**src/rtl/seg7_capture_if.sv**
```systemverilog
// Pin-side and decoded-side signals of the 7-segment capture block.
// master = display/stimulus side, slave = capture block.
interface seg7_capture_if;
  logic [6:0]  seg;
  logic [3:0]  dig_en;
  logic [15:0] bcd;
  logic [3:0]  valid;
  logic [3:0]  blank;
  logic [3:0]  err;
  logic        upd;

  modport master (output seg, dig_en, input bcd, valid, blank, err, upd);
  modport slave  (input seg, dig_en, output bcd, valid, blank, err, upd);
endinterface

```
**src/rtl/seg7_capture.sv**
```systemverilog
// Recovers BCD digits from a 4-digit multiplexed 7-segment display by sniffing its pins.
// Optional macro SEG7_CAPTURE_TIMEOUT_EN adds a per-digit idle timeout that clears stale status.

module seg7_digit #(
  parameter int STABLE_CNT = 4,
  parameter int TIMEOUT    = 1000
) (
  input  logic       clk,
  input  logic       rst_n,
  input  logic       hit,
  input  logic [6:0] pat_in,
  output logic [3:0] bcd,
  output logic       valid,
  output logic       blank,
  output logic       err,
  output logic       chg
);
  typedef enum logic [1:0] {IDLE, COUNT, LOCKED} state_t;

  state_t     state, state_nx;
  logic [6:0] pat, pat_nx;
  logic [3:0] cnt, cnt_nx;
  logic [3:0] bcd_nx;
  logic       valid_nx, blank_nx, err_nx;
  logic       acc;
  logic       tmo;
  logic [6:0] abc;
  logic [3:0] dec_val;
  logic       dec_ok;

  if (STABLE_CNT < 2 || STABLE_CNT > 15 || TIMEOUT < 2 || TIMEOUT > 65535) begin : g_bad_param
    $error("seg7_digit: STABLE_CNT or TIMEOUT out of range");
  end

`ifdef SEG7_CAPTURE_TIMEOUT_EN
  logic [15:0] idle;

  always_ff @(posedge clk or negedge rst_n) begin
    if (!rst_n)                         idle <= '0;
    else if (hit)                       idle <= '0;
    else if (idle == 16'(TIMEOUT - 1))  idle <= '0;
    else                                idle <= idle + 16'd1;
  end

  assign tmo = !hit && (idle == 16'(TIMEOUT - 1));
`else
  assign tmo = 1'b0;
`endif

  // Reorder to a..g reading left-to-right so the table reads like the datasheet.
  assign abc = {pat_in[0], pat_in[1], pat_in[2], pat_in[3], pat_in[4], pat_in[5], pat_in[6]};

  always_comb begin
    dec_ok  = 1'b1;
    dec_val = 4'd0;
    case (abc)
      7'b0000001: dec_val = 4'd0;
      7'b1001111: dec_val = 4'd1;
      7'b0010010: dec_val = 4'd2;
      7'b0000110: dec_val = 4'd3;
      7'b1001100: dec_val = 4'd4;
      7'b0100100: dec_val = 4'd5;
      7'b0100000: dec_val = 4'd6;
      7'b0001111: dec_val = 4'd7;
      7'b0000000: dec_val = 4'd8;
      7'b0000100: dec_val = 4'd9;
      default:    dec_ok  = 1'b0;
    endcase
  end

  always_ff @(posedge clk or negedge rst_n) begin
    if (!rst_n) begin
      state <= IDLE;
      pat   <= '0;
      cnt   <= '0;
      bcd   <= '0;
      valid <= 1'b0;
      blank <= 1'b0;
      err   <= 1'b0;
    end else begin
      state <= state_nx;
      pat   <= pat_nx;
      cnt   <= cnt_nx;
      bcd   <= bcd_nx;
      valid <= valid_nx;
      blank <= blank_nx;
      err   <= err_nx;
    end
  end

  always_comb begin
    state_nx = state;
    pat_nx   = pat;
    cnt_nx   = cnt;
    acc      = 1'b0;
    if (tmo) begin
      state_nx = IDLE;
      cnt_nx   = '0;
    end else if (hit) begin
      case (state)
        IDLE: begin
          state_nx = COUNT;
          pat_nx   = pat_in;
          cnt_nx   = 4'd1;
        end
        COUNT: begin
          if (pat_in == pat) begin
            cnt_nx = cnt + 4'd1;
            if (cnt_nx == 4'(STABLE_CNT)) begin
              state_nx = LOCKED;
              acc      = 1'b1;
            end
          end else begin
            pat_nx = pat_in;
            cnt_nx = 4'd1;
          end
        end
        LOCKED: begin
          // Old status stays visible until the new pattern is itself accepted.
          if (pat_in != pat) begin
            state_nx = COUNT;
            pat_nx   = pat_in;
            cnt_nx   = 4'd1;
          end
        end
        default: state_nx = IDLE;
      endcase
    end
  end

  always_comb begin
    bcd_nx   = bcd;
    valid_nx = valid;
    blank_nx = blank;
    err_nx   = err;
    if (tmo) begin
      valid_nx = 1'b0;
      blank_nx = 1'b0;
      err_nx   = 1'b0;
    end else if (acc) begin
      if (dec_ok) begin
        bcd_nx   = dec_val;
        valid_nx = 1'b1;
        blank_nx = 1'b0;
        err_nx   = 1'b0;
      end else if (pat_in == 7'h7F) begin
        valid_nx = 1'b0;
        blank_nx = 1'b1;
        err_nx   = 1'b0;
      end else begin
        valid_nx = 1'b0;
        blank_nx = 1'b0;
        err_nx   = 1'b1;
      end
    end
  end

  assign chg = {bcd_nx, valid_nx, blank_nx, err_nx} != {bcd, valid, blank, err};
endmodule

module seg7_capture #(
  parameter int STABLE_CNT = 4,
  parameter int TIMEOUT    = 1000
) (
  input logic          clk,
  input logic          rst_n,
  seg7_capture_if.slave bus
);
  localparam int NUM_DIG = 4;

  logic [6:0]               seg_s1, seg_s2;
  logic [NUM_DIG-1:0]       en_s1, en_s2;
  logic                     qual;
  logic [NUM_DIG-1:0]       hit;
  logic [NUM_DIG-1:0][3:0]  bcd_d;
  logic [NUM_DIG-1:0]       valid_d, blank_d, err_d, chg_d;
  logic                     upd_q;

  // Pins idle high, so the synchroniser resets to the inactive level.
  always_ff @(posedge clk or negedge rst_n) begin
    if (!rst_n) begin
      seg_s1 <= '1;
      seg_s2 <= '1;
      en_s1  <= '1;
      en_s2  <= '1;
    end else begin
      seg_s1 <= bus.seg;
      seg_s2 <= seg_s1;
      en_s1  <= bus.dig_en;
      en_s2  <= en_s1;
    end
  end

  assign qual = $onehot(~en_s2);
  assign hit  = qual ? ~en_s2 : '0;

  for (genvar i = 0; i < NUM_DIG; i++) begin : g_dig
    seg7_digit #(
      .STABLE_CNT (STABLE_CNT),
      .TIMEOUT    (TIMEOUT)
    ) u_dig (
      .clk    (clk),
      .rst_n  (rst_n),
      .hit    (hit[i]),
      .pat_in (seg_s2),
      .bcd    (bcd_d[i]),
      .valid  (valid_d[i]),
      .blank  (blank_d[i]),
      .err    (err_d[i]),
      .chg    (chg_d[i])
    );
  end

  // Registered alongside the status so the strobe lines up with the change.
  always_ff @(posedge clk or negedge rst_n) begin
    if (!rst_n) upd_q <= 1'b0;
    else        upd_q <= |chg_d;
  end

  assign bus.bcd   = bcd_d;
  assign bus.valid = valid_d;
  assign bus.blank = blank_d;
  assign bus.err   = err_d;
  assign bus.upd   = upd_q;
endmodule
```
**src/flat_wrapper.sv**
```systemverilog
// flat-port wrapper written by rule: the top's interface ports become plain ports
module seg7_capture_flat 
#(
  parameter int STABLE_CNT = 4,
  parameter int TIMEOUT    = 1000
)
  (clk, rst_n, bus_seg, bus_dig_en, bus_bcd, bus_valid, bus_blank, bus_err, bus_upd);
  seg7_capture_if bus_i ();
  input logic clk;
  input logic rst_n;
  input wire logic [$bits(bus_i.seg)-1:0] bus_seg;
  input wire logic [$bits(bus_i.dig_en)-1:0] bus_dig_en;
  output wire logic [$bits(bus_i.bcd)-1:0] bus_bcd;
  output wire logic [$bits(bus_i.valid)-1:0] bus_valid;
  output wire logic [$bits(bus_i.blank)-1:0] bus_blank;
  output wire logic [$bits(bus_i.err)-1:0] bus_err;
  output wire logic [$bits(bus_i.upd)-1:0] bus_upd;
  assign bus_i.seg = bus_seg;
  assign bus_i.dig_en = bus_dig_en;
  assign bus_bcd = bus_i.bcd;
  assign bus_valid = bus_i.valid;
  assign bus_blank = bus_i.blank;
  assign bus_err = bus_i.err;
  assign bus_upd = bus_i.upd;
  seg7_capture #(.STABLE_CNT(STABLE_CNT), .TIMEOUT(TIMEOUT)) u_core (.clk(clk), .rst_n(rst_n), .bus(bus_i));
endmodule
```
**config.mk**
```make
export PLATFORM = sky130hd
export DESIGN_NAME = seg7_capture_flat
export DESIGN_NICKNAME = d
export VERILOG_FILES = /design/src/rtl/seg7_capture_if.sv /design/src/rtl/seg7_capture.sv /design/src/flat_wrapper.sv
export SDC_FILE = /design/constraint.sdc
export NUM_CORES = 1
export LEC_CHECK = 0
export ABC_AREA = 1
export CORE_MARGIN = 2
export CORE_UTILIZATION = 30
export CTS_BUF_LIST = sky130_fd_sc_hd__clkbuf_4
export DETAILED_ROUTE_END_ITERATION = 12
export PLACE_DENSITY = 0.57
export SETUP_SLACK_MARGIN = 0.15
export SLEW_MARGIN = 20
export SYNTH_ARGS = -nofsm -noshare
export SYNTH_HDL_FRONTEND = slang
export SYNTH_HIERARCHICAL = 1
export SYNTH_SLANG_ARGS = --single-unit
```
**constraint.sdc**
```tcl
create_clock -name clk -period 4.5 [get_ports clk]
set_input_delay 1.35 -clock clk [delete_from_list [all_inputs] [get_ports clk]]
set_output_delay 1.35 -clock clk [all_outputs]
set_load 0.1 [all_outputs]
```
==> impl_metrics.yaml, run 1 <==
route:
  vias_per_cell: 4.508
  route.detailed.drc: 0
  vias: 5098
  antenna_left: 0
  first_pass_iters: 5
  wire_per_inst_um: 11.57
  drt-initial-drc-count: 331
  totalWireLength_mm: 13.09
setup_path:
  r2r-start: "u_core/en_s2[0]$_DFF_PN1_"
  endpoint_kind: "primary output"
  slowest_delay_ps: 1180
  crit_path_start: "u_core/g_dig[1].u_dig/err$_DFF_PN0_"
  path_depth: 1
  r2r_cells: 19
  slowest_stage: "clkdlybuf4s50_1"
  worstSetupPathType: "flop to primary output"
  cp_cell_sequence: "clkdlybuf4s50_1"
  r2r_end: "u_core/bus.upd$_DFF_PN0_"
  worstPathMaxFanout: 4
  cp_top_family: "buffers and inverters"
  crit_end: "bus_err[1]"
  critical_path_arrival_ps: 2120
  crit_path_start_kind: "flop"
  cp.required_ps: 3150
  rrSetupSlack_ps: 1160
  crit_buf_inv: 1
synth:
  muxShareOfSynthArea_pct: 0
  synth_top_cell_by_area: "dfrtp_1"
  synth-edff-count: 0
  synth_seq_cells: 103
  syn-cell-area_um2: 6289
  yosys-top-cells-count: "nand2_1 (210), inv_1 (98), dfrtp_1 (81), nor2_1 (66), nand3_1 (50)"
  avgSynthCellArea_um2: 7.744
  syn_inst: 812
  synth_top_family_by_area: "simple AND/OR/NAND/NOR gates"
  synth.top_cell.area_share_pct: 32.23
  synthFlopType: "dfrtp_1"
  ys_types: 33
  ys_warn_count: 6
  syn-num-nets: 832
  yosys.area_share.simple_pct: 34.92
  async_flop_share_pct: 100.0
  yosysSeqAreaShare_pct: 41.42
  synth.area.top_cells: "dfrtp_1 (32%), nand2_1 (13%), dfstp_2 (9.2%)"
  synth.most_common_cell: "nand2_1"
  synth_fa_ha_area_share_pct: 1.512
  synth_xor_area_share_pct: 3.482
  synth_compound_area_share_pct: 8.615
clock_tree:
  post_cts_buffers: 0
  cts_tree: "done"
  htree_levels: 3
  cts-root-buf: "clkbuf_4"
  clk_latency_ps: 500
  holdBufCountCts: 0
  postCtsResizedCells: 0
  clock-sinks: 103
  clockBufferDepth: 2
  cts_made_buffers: 9
  clk_pin_slew_ps: 200
timing:
  drv_slew: 0
  timing.hold.ws_ps: 370.1
  tightest_slew_ps: 999.4
  finalSetupViolCount: 0
  period_share_pct: 77.02
  skew_ps: 25.12
  max_freq_mhz: 288.5
  fin_tns_setup_ps: 0
  rsz0062_at_grt: "false"
  max_slew_margin_pct: 33.16
  min_period_ps: 3466
  hold_viol_final: 0
flow_run:
  cap_violations: 0
pwr:
  ir_worst_vdd_mv: 0.2093
  powerDensity_nw_per_um2: 319.7
  fin_total_pwr_uw: 2267
  p_leak_uw: 0.003399
cells_and_area:
  layout-drive-gt1-share_pct: 19.77
  area_delta_synth_final_pct: 12.75
  n_fill_cell: 2204
  fin_nets: 875
  regArea_um2: 2605
  multi_input_area_um2: 3052
floorplan:
  dieArea_um2: 22140
  die_h_um: 148.8
  ios: 42
  start_util_pct: 30.78
  coreArea_um2: 20430
  die_w_um: 148.8
  num_rows: 52
global_routing:
  grt_max_degree: 43
  grtUsageTotal_pct: 12.76
  grt-ovfl-total: 0
  grt_pass1_wl_mm: 23.01
  grt_use_met2_pct: 20.05
  met1_usage_pct: 17.96
  grt_pass1_vias: 4869
  use_met3_pct: 1.896
  grt-busiest-layer: "met2"
  antenna_found_initial: 1
placed_design:
  gp_routability_congestion: 0.8533
  hpwl_mm: 9.502
  io_buffers: 41
run_status:
  status: "finished, final reports clean"
worst_hold_path:
  min_path_type: "flop to flop"
cells in the final DEF, fill, tap and decap left out, types with 5 or more instances in the layout:
cell and instances:
nand4_1 20, nor2_2 24, a21oi_1 5, o211ai_1 5, dfrtp_1 81, clkbuf_4 9
nor3_1 9, inv_2 31, clkdlybuf4s50_1 40, dfstp_2 22, nor3_2 6, o21ai_2 10
o21ai_0 42, nand3_2 19, xor2_1 5, o21ai_1 20, nor2_4 11, nand2_2 16
nand2_4 6, xnor2_1 20, nand3_1 50, nor2_1 66, ha_1 6, inv_1 98
nand2_1 210
cell families (layout without fill, tap and decap cells):
family	count (synthesis)	in the layout
and+or+nand+nor	442	442
AOI/OAI and AO/OA	91	91
other	0	1
DFF	103	103
adders and majority gates	7	7
buffers and inverters	144	192
xor gates and xnor gates	25	25
layout make-up:
cell class | instances | area share [%]
timing repair buffer | 44 | 6.070
clock inverter | 7 | 1.359
inverter | 132 | 7.041
tap | 270 | 4.764
sequential | 103 | 36.74
multi-input combinational | 565 | 43.04
antenna | 1 | 0.03529
clock buffer | 9 | 0.9529
flip-flops by register name, indices dropped and copies added (netlist names):
| register | count |
|---|---|
| u_core/bus.upd | 1 |
| u_core/en_s1 | 4 |
| u_core/en_s2 | 4 |
| u_core/g_dig.u_dig/bcd | 16 |
| u_core/g_dig.u_dig/blank | 4 |
| u_core/g_dig.u_dig/cnt | 16 |
| u_core/g_dig.u_dig/err | 4 |
| u_core/g_dig.u_dig/pat | 28 |
| u_core/g_dig.u_dig/state | 8 |
| u_core/g_dig.u_dig/valid | 4 |
| u_core/seg_s1 | 7 |
| u_core/seg_s2 | 7 |
per-stage QoR:
stage	util [%]	setup WS [ps]	instances	area (µm²)
3_5_place_dp	33.89	1189	1114	6924
3_3_place_gp	33.89	1172	1114	6924
5_1_grt	34.71	797.2	1131	7091
4_1_cts	34.70	983.3	1130	7088
2_1_floorplan	-	1670	812	6289
6_report	34.71	1034	1131	7091
how the worst min path moves through the flow:
stage                                  to                        from  slack, ps  cells past startpoint
6_report       u_core/seg_s2[2]$_DFF_PN1_  u_core/seg_s1[2]$_DFF_PN1_        370                      0
5_1_grt        u_core/seg_s2[3]$_DFF_PN1_  u_core/seg_s1[3]$_DFF_PN1_        380                      0
4_1_cts        u_core/seg_s2[2]$_DFF_PN1_  u_core/seg_s1[2]$_DFF_PN1_        370                      0
3_5_place_dp   u_core/seg_s2[3]$_DFF_PN1_  u_core/seg_s1[3]$_DFF_PN1_        350                      0
3_3_place_gp   u_core/seg_s2[1]$_DFF_PN1_  u_core/seg_s1[1]$_DFF_PN1_        350                      0
2_1_floorplan   u_core/en_s2[0]$_DFF_PN1_   u_core/en_s1[0]$_DFF_PN1_        350                      0
report_power, final:
part	total (µW)	switching, µW	internal, µW
Combinational	513	294	219
Sequential	1230	136	1090
Clock	525	384	142
Total	2270	813	1450
routing by layer:
| layer | vias up | wire length, µm |
|---|---|---|
| met5 | - | 0 |
| met4 | 0 | 252 |
| met3 | 16 | 325 |
| met2 | 71 | 5851 |
| met1 | 2342 | 6659 |
| li1 | 2669 | - |
Power figures use the tool's default switching activity.
==> run 2, diff against run 1 <==
==> constraint.sdc (replaced) <==
create_clock -name clk -period 3.3 [get_ports clk]
set_input_delay 0.99 -clock clk [delete_from_list [all_inputs] [get_ports clk]]
set_output_delay 0.99 -clock clk [all_outputs]
set_load 0.1 [all_outputs]
==> impl_metrics.yaml, run 2 (synthesis gave the netlist of run 1 again) <==
placed_design:
  hpwl_mm: 9.633
  io_buffers: 41
  gp_routability_congestion: 0.8707
pwr:
  powerDensity_nw_per_um2: 433.7
  intPower_uw: 2063
  netSwitchingFraction_pct: 34.91
  power_frac_seq_pct: 52.8
  pwr-share-comb_pct: 23.5
  p_sw_uw: 1107
  ir_worst_vdd_mv: 0.2525
  clkPwrFrac_pct: 23.7
  p_leak_uw: 0.003578
  fin_total_pwr_uw: 3170
timing:
  max_slew_margin_pct: 60.46
  tightest_slew_ps: 593.0
  drv_slew: 0
  rsz0062_at_grt: "false"
  timing.hold.ws_ps: 358.9
  hold_viol_final: 0
  max_freq_mhz: 334.7
  skew_ps: 19.43
  min_period_ps: 2988
  fin_tns_setup_ps: 0
  finalSetupViolCount: 0
  period_share_pct: 90.53
clock_tree:
  clk_pin_slew_ps: 180
  clk_latency_ps: 500
  htree_levels: 3
  clockBufferDepth: 2
  clock-sinks: 103
  cts_tree: "done"
  cts_made_buffers: 9
  cts-root-buf: "clkbuf_4"
cells_and_area:
  fin_nets: 894
  layout_commonest_cell: "nand2_1"
  top_regs: "u_core/g_dig.u_dig/pat: 28 flops, u_core/g_dig.u_dig/bcd: 16 flops, u_core/g_dig.u_dig/cnt: 16 flops"
  largest_reg_flops: 28
  n_fill_cell: 2173
  layout-drive-gt1-share_pct: 27.53
  area_delta_synth_final_pct: 16.22
  layout_common_cells: "nand2_1 (207), inv_1 (93), dfrtp_1 (81), nor2_1 (55), nand3_1 (47)"
  top_register: "u_core/g_dig.u_dig/pat"
setup_path:
  cp.required_ps: 3710
  worstSetupPathType: "flop to flop"
  worstPathMaxFanout: 5
  endpoint_kind: "flop"
  critical_path_arrival_ps: 3400
  crit_path_start_kind: "flop"
  rrSetupSlack_ps: 310
global_routing:
  grtUsageTotal_pct: 12.94
  antenna_found_initial: 1
  grt_pass1_wl_mm: 23.33
  grt_pass1_vias: 4854
  grt-ovfl-total: 0
  grt_max_degree: 44
route:
  drt-initial-drc-count: 271
  vias: 5196
  totalWireLength_mm: 13.81
  vias_per_cell: 4.518
  wire_per_inst_um: 12.00
  antenna_left: 0
  first_pass_iters: 5
  route.detailed.drc: 0
run_status:
  status: "finished, final reports clean"
floorplan:
  dieArea_um2: 22140
  ios: 42
  die_w_um: 148.8
  die_h_um: 148.8
  start_util_pct: 30.78
  coreArea_um2: 20430
  num_rows: 52
flow_run:
  cap_violations: 0
worst_hold_path:
  min_path_type: "flop to flop"
## run 2: cell types whose count changed in the layout (fill, tap and decap cells not counted), moves of 3 or more
| cell | before | now |
|---|---|---|
| buf_4 | 4 | 46 |
| clkdlybuf4s50_1 | 40 | 11 |
| nor2_1 | 66 | 55 |
| nor2_2 | 24 | 33 |
| inv_1 | 98 | 93 |
| nor2_4 | 11 | 16 |
| inv_2 | 31 | 35 |
| clkinv_8 | 4 | 1 |
| nand2_1 | 210 | 207 |
| nand2_2 | 16 | 19 |
| nand3_1 | 50 | 47 |
## run 2: layout make-up
type                       instances  area [µm²]  area share (%)
clock buffer                       9       67.56          0.9245
clock inverter                     7       95.09           1.301
antenna                            1       2.502         0.03424
inverter                         132       501.7           6.865
tap                              270       337.8           4.622
multi-input combinational        568        3178           43.49
timing repair buffer              60       520.5           7.122
sequential                       103        2605           35.64
## run 2: layer usage
metal | wire length [µm] | up-vias | global-route usage (%) | share of wire, %
met5 | 0 | - | 0 | 0
met3 | 383 | 19 | 2.599 | 2.8
met4 | 228 | 0 | 4.286 | 1.7
met1 | 6784 | 2403 | 17.92 | 49
met2 | 6409 | 66 | 20.32 | 46
li1 | - | 2708 | - | -
## run 2: critical path, stage by stage, from the launching register on
cell	delay, ps
dfstp_2	580
fa_1	420
inv_2	80
ha_4	140
ha_4	200
inv_4	50
nand3_4	90
nor2_4	140
inv_2	60
nor2_4	90
inv_2	50
nor2_4	190
buf_12	140
nand2_2	50
nand3_1	100
nand2_2	60
nor2_2	110
nand3_2	120
nor2_2	140
nand2_1	60
## run 2: worst paths after layout
kind	start	to	cells after the start
worst min register to register	u_core/seg_s1[4]$_DFF_PN1_	u_core/seg_s2[4]$_DFF_PN1_	0
worst max-delay path	u_core/en_s2[1]$_DFF_PN1_	u_core/bus.upd$_DFF_PN0_	19
worst min-delay path	u_core/seg_s1[4]$_DFF_PN1_	u_core/seg_s2[4]$_DFF_PN1_	0
max in group asynchronous	rst_n	u_core/en_s1[2]$_DFF_PN1_	2
min in group asynchronous	rst_n	u_core/g_dig[1].u_dig/bcd[1]$_DFF_PN0_	1
worst max register to register	u_core/en_s2[1]$_DFF_PN1_	u_core/bus.upd$_DFF_PN0_	19
## run 2: through the flow
step	instances	worst slack, ps	instance area, µm²	util, %
final	1150	312.4	7308	35.77
after detailed placement	1117	-53.99	6887	33.71
after global placement	1117	-67.71	6887	33.71
after global routing	1150	153.6	7308	35.77
after floorplan	812	470.4	6289	-
after CTS	1141	156.4	7137	34.93
## run 2: power groups by stage
stage	Combinational (µW)	Clock, µW	Sequential, µW
global route	874	836	1710
detailed placement	716	0	1700
finish	744	752	1670
floorplan	591	0	1660
global placement	706	0	1690
CTS	719	789	1670
## run 2: what timing repair did
item                                    4_1_cts  5_1_grt
pin swaps                                     6       18
gates cloned                                  0        4
buffers inserted                              8        4
hold buffers                                  0        0
gates resized for setup                       5       28
endpoints found under the setup margin        1       13
